$ cat src/rtl/x_alp_status_indicator.sv
// Board status LEDs: off/on/heartbeat per channel, plus an exit-code display that
// latches the first SoC exit value and blinks its low bits as a repeating pulse train.
module x_alp_status_indicator #(
  parameter int NUM_LEDS  = 4,
  parameter int DIV       = 62500000,
  parameter int GAP_TICKS = 4,
  parameter int CODE_W    = 4,
  parameter int EXIT_W    = 32
) (
  input  logic                  clk_i,
  input  logic                  rst_i,
  input  logic [2*NUM_LEDS-1:0] mode_i,
  input  logic                  exit_valid_i,
  input  logic [EXIT_W-1:0]     exit_value_i,
  output logic [NUM_LEDS-1:0]   led_o,
  output logic                  tick_o,
  output logic                  exit_latched_o,
  output logic [EXIT_W-1:0]     exit_value_o
);

  localparam int CNT_W = (DIV > 1) ? $clog2(DIV) : 1;
  localparam int GAP_W = $clog2(GAP_TICKS + 1);
  localparam logic [CNT_W-1:0] CNT_MAX  = CNT_W'(DIV - 1);
  localparam logic [GAP_W-1:0] GAP_LAST = GAP_W'(GAP_TICKS - 1);

  localparam logic [1:0] MODE_ON   = 2'd1;
  localparam logic [1:0] MODE_HB   = 2'd2;
  localparam logic [1:0] MODE_EXIT = 2'd3;

  typedef enum logic [2:0] {
    S_IDLE,
    S_PASS,
    S_GAP,
    S_P_ON,
    S_P_OFF
  } state_t;

  logic [CNT_W-1:0]  cnt_reg;
  logic              hb_reg;
  logic              hb_next;
  logic              tick;
  logic              latched_reg;
  logic [EXIT_W-1:0] value_reg;
  logic              capture;
  state_t            state_reg, state_next;
  logic [GAP_W-1:0]  gap_reg, gap_next;
  logic [CODE_W:0]   pulse_reg, pulse_next;
  logic [CODE_W:0]   n_pulses;
  logic              exit_led;
  logic [NUM_LEDS-1:0] led_next;
  logic [NUM_LEDS-1:0] led_reg;

  assign tick    = (cnt_reg == CNT_MAX);
  assign hb_next = tick ? ~hb_reg : hb_reg;
  assign capture = exit_valid_i & ~latched_reg;

  always_ff @(posedge clk_i) begin
    if (rst_i) begin
      cnt_reg <= '0;
      hb_reg  <= 1'b0;
    end else begin
      cnt_reg <= tick ? '0 : cnt_reg + CNT_W'(1);
      hb_reg  <= hb_next;
    end
  end

  always_ff @(posedge clk_i) begin
    if (rst_i) begin
      latched_reg <= 1'b0;
      value_reg   <= '0;
    end else if (capture) begin
      latched_reg <= 1'b1;
      value_reg   <= exit_value_i;
    end
  end

  // A zero code field on a nonzero value means a full 2^CODE_W pulses.
  assign n_pulses = (value_reg[CODE_W-1:0] == '0) ? {1'b1, {CODE_W{1'b0}}}
                                                 : {1'b0, value_reg[CODE_W-1:0]};

  always_ff @(posedge clk_i) begin
    if (rst_i) begin
      state_reg <= S_IDLE;
      gap_reg   <= '0;
      pulse_reg <= '0;
    end else begin
      state_reg <= state_next;
      gap_reg   <= gap_next;
      pulse_reg <= pulse_next;
    end
  end

  // IDLE never looks at the tick, so a capture landing on a tick drops that tick.
  always_comb begin
    state_next = state_reg;
    gap_next   = gap_reg;
    pulse_next = pulse_reg;
    case (state_reg)
      S_IDLE: begin
        if (capture) begin
          state_next = (exit_value_i == '0) ? S_PASS : S_GAP;
          gap_next   = '0;
          pulse_next = '0;
        end
      end
      S_PASS: state_next = S_PASS;
      S_GAP: begin
        if (tick) begin
          gap_next = gap_reg + GAP_W'(1);
          if (gap_reg == GAP_LAST) state_next = S_P_ON;
        end
      end
      S_P_ON: begin
        if (tick) begin
          state_next = S_P_OFF;
          pulse_next = pulse_reg + (CODE_W+1)'(1);
        end
      end
      S_P_OFF: begin
        if (tick) begin
          if (pulse_reg == n_pulses) begin
            state_next = S_GAP;
            gap_next   = '0;
            pulse_next = '0;
          end else begin
            state_next = S_P_ON;
          end
        end
      end
      default: state_next = S_IDLE;
    endcase
  end

  // LEDs are built from next-state values so they line up with the state registers.
  always_comb begin
    exit_led = 1'b0;
    case (state_next)
      S_IDLE:         exit_led = hb_next;
      S_PASS, S_P_ON: exit_led = 1'b1;
      default:        exit_led = 1'b0;
    endcase
  end

  genvar gi;
  generate
    for (gi = 0; gi < NUM_LEDS; gi++) begin : g_led
      logic [1:0] mode;
      assign mode = mode_i[2*gi +: 2];
      assign led_next[gi] = (mode == MODE_ON)
                          | ((mode == MODE_HB) & hb_next)
                          | ((mode == MODE_EXIT) & exit_led);
    end
  endgenerate

  always_ff @(posedge clk_i) begin
    if (rst_i) led_reg <= '0;
    else       led_reg <= led_next;
  end

  assign led_o          = led_reg;
  assign tick_o         = tick;
  assign exit_latched_o = latched_reg;
  assign exit_value_o   = value_reg;

endmodule

$ cat config.mk
export PLATFORM = sky130hd
export DESIGN_NAME = x_alp_status_indicator
export DESIGN_NICKNAME = d
export VERILOG_FILES = /design/src/rtl/x_alp_status_indicator.sv
export SDC_FILE = /design/constraint.sdc
export NUM_CORES = 1
export LEC_CHECK = 0
export ABC_AREA = 0
export CAP_MARGIN = 5
export CORE_UTILIZATION = 51
export CTS_BUF_LIST = sky130_fd_sc_hd__clkbuf_4
export CTS_CLUSTER_SIZE = 10
export DETAILED_ROUTE_END_ITERATION = 10
export PLACE_DENSITY = 0.9
export SLEW_MARGIN = 20
export SYNTH_ARGS = -nofsm -noshare
export SYNTH_HDL_FRONTEND = slang
export SYNTH_SLANG_ARGS = --single-unit
$ cat constraint.sdc
create_clock -name clk_i -period 2.4 [get_ports clk_i]
set_input_delay 0.36 -clock clk_i [delete_from_list [all_inputs] [get_ports clk_i]]
set_output_delay 0.36 -clock clk_i [all_outputs]
set_load 0.01 [all_outputs]
==> flow_metrics.py <==
metrics = {
    "synth": {
        "synthFlopType": "dfxtp_1",
        "yosys_warnings": 0,
        "syn_area_per_cell_um2": 8.26,
        "synthCells": 402,
        "postSynthRegisterBits": 75,
        "synth_seq_area_share_pct": 45.2,
        "synth.area.top_cells": "dfxtp_1 (45%), nand2_1 (9.6%), a21oi_1 (6.0%), xor2_1 (5.0%), nor2_1 (4.9%)",
        "synth-edff-count": 0,
        "synth_area_um2": 3320,
        "synth_top_area_cell": "dfxtp_1",
        "synthArstFlopShare_pct": 0,
        "syn-num-nets": 449,
        "synth_top_area_share_pct": 45.2,
        "synth_cell_type_count": 46,
    },
    "final_layout": {
        "largest_reg_flops": 32,
        "seqCellArea_um2": 1510,
        "mostFrequentLayoutCells": "nand2_1 (85), clkdlybuf4s50_1 (79), dfxtp_1 (70)",
        "multi_input_area_um2": 1710,
        "post_layout_nonfiller_instances": 562,
        "layout.nets": 527,
        "final_common_cell": "nand2_1",
        "drive_above_1_share_pct": 10.1,
        "diodes": 0,
        "syn2layout_area_growth_pct": 30.8,
        "fill_cells": 513,
    },
    "drt": {
        "drc_errors": 0,
        "dr.pass1.iters": 5,
        "wire_per_inst_um": 14.4,
        "ant_nets": 0,
        "vias_per_cell": 5.59,
        "drtIter0Drc": 210,
        "vias": 3140,
        "drt_wl_total_mm": 8.12,
    },
    "power_and_ir_drop": {
        "power_density_nw_per_um2": 551,
        "leakagePower_nw": 1.56,
        "ir_drop_v": 0.000428,
    },
    "clocking": {
        "cts_buffer_depth": 2,
        "clock-root-buffer": "clkbuf_4",
        "cts_max_level": 3,
        "cts.clk_slew.worst_paths_ps": 130,
        "cts_hold_buf": 0,
        "tritoncts": "built",
        "numClockSinks": 75,
        "clkLatencyLatePin_ps": 420,
        "cts_made_buffers": 9,
    },
    "floorplanning": {
        "start_util_pct": 52.6,
        "die-area_um2": 6840,
        "die_h_um": 82.7,
        "die_w_um": 82.7,
        "core_area_um2": 6310,
        "io_pins": 81,
        "rows": 29,
    },
    "sta": {
        "final.min_clock_period_ps": 2280,
        "fmax_mhz": 438,
        "period_share_pct": 95.1,
        "finalSetupViolCount": 0,
        "rsz0062_at_grt": "no",
        "clock_skew_ps": 18.3,
        "relSlewSlack_pct": 60.9,
        "final_max_slew_viol_count": 0,
        "worst-slew-pin-transition_ps": 581,
        "finalHoldViolCount": 0,
        "tns_ps": 0,
    },
    "worst_setup_path": {
        "path_cells": "xor2_1 -> nor4_1 -> nand4_1 -> mux2i_2 -> a21oi_2 -> or3b_1 -> a21oi_2",
        "slowest_stage": "nor4_1",
        "worstPathArrival_ps": 2650,
        "path_class": "flop to flop",
        "cp-end-kind": "flop",
        "critical_path_required_ps": 2770,
        "path_max_fanout": 6,
        "cpPeakStageDelay_ps": 550,
        "crit_path_frequent_cell": "a21oi_2",
        "start_kind": "flop",
    },
    "grt": {
        "grt_usage_pct": 24.1,
        "grt_max_degree": 26,
        "grt_pass1_wl_mm": 12.6,
        "grt_pass1_vias": 2793,
        "grt_overflow_total": 0,
        "antenna_found_initial": 0,
    },
    "placed_design": {
        "place_hpwl_mm": 5.72,
        "place_congestion": 0.858,
        "io_buffers": 80,
        "place_inst": 545,
    },
    "run": {
        "maxCapViolCount": 0,
    },
    "worst_hold_path": {
        "hold_class": "flop to flop",
    },
    "run_status": {
        "outcome": "completed",
    },
}
[final cells by class]
type | count | share of cell area, %
clock buffer | 9 | 1.56
clock inverter | 7 | 1.58
inverter | 8 | 0.691
multi-input combinational | 297 | 39.3
sequential | 75 | 34.7
tap | 77 | 2.22
timing repair buffer | 89 | 20.0
[critical path, delay by kind of cell (launching register included)]
family                    cells  cell delay (ps)
and+or+nand+nor               3             1180
muxes                         1              230
xor gates and xnor gates      1              100
DFF                           1              450
AOI/OAI and AO/OA             2              280
[power by group]
group / total (mW) / switching (mW) / leakage [nW] / internal, mW
clock network: 0.768 / 0.454 / 0.0733 / 0.314
registers: 1.31 / 0.0268 / 0.613 / 1.29
logic: 0.314 / 0.147 / 0.874 / 0.167
total: 2.39 / 0.628 / 1.56 / 1.77
[Yosys cell counts, types with 3 or more instances]
cell type   n
a21oi_1    40
and3_1      3
buf_2       5
clkbuf_1   15
dfxtp_1    75
ha_1        4
inv_1       8
nand2_1    85
nand3_1     9
nand4_1    13
nor2_1     43
nor2b_1     4
nor3_1      3
nor4_1     10
o211ai_2    4
o21ai_0     4
or3_1      12
xnor2_1    11
xor2_1     19
[layer usage]
layer | vias to the layer above | share of wire, % | wire [um] | GRT usage, %
met5 | - | 0 | 0 | 0
met4 | 0 | 2.0 | 161 | 9.48
met3 | 19 | 6.6 | 538 | 7.80
met2 | 116 | 48 | 3900 | 38.0
met1 | 1473 | 43 | 3520 | 30.3
li1 | 1532 | - | - | -
[kinds of logic after synthesis]
kind of cell / Yosys count / synth area share, %
compound gates: 59 / 11.2
xor+xnor: 30 / 7.91
fa+ha+maj: 4 / 1.51
buf+inv: 30 / 4.03
flops: 75 / 45.2
mux: 2 / 0.716
simple gates: 202 / 29.5
[worst paths after layout]
kind	from	endpoint	slack (ps)	cells after the start
max reg2reg	exit_value_o[3]$_SDFFE_PP0P_	gap_reg[1]$_SDFFE_PP0P_	120	7
min reg2reg	cnt_reg[0]$_SDFF_PP0_	cnt_reg[0]$_SDFF_PP0_	460	1
min	cnt_reg[0]$_SDFF_PP0_	cnt_reg[0]$_SDFF_PP0_	460	1
max	exit_value_o[3]$_SDFFE_PP0P_	gap_reg[1]$_SDFFE_PP0P_	120	7
[stage by stage]
stage	worst slack, ps	util, %	cell area, um^2	hold WS [ps]	total power, mW
final	116	68.8	4340	459	2.39
after global routing	29.5	68.8	4340	485	2.50
after CTS	125	68.7	4340	461	2.40
after detailed placement	53.8	66.2	4180	439	1.65
after global placement	184	66.2	4180	430	1.64
after floorplan	392	-	3320	418	1.47
[timing repair]
item	in CTS	in global routing
gates cloned	0	0
pin swaps	2	0
gates resized for setup	8	1
endpoints found under the setup margin	1	2
buffers inserted	1	0
Note: power is estimated with default switching activity, not from simulation.
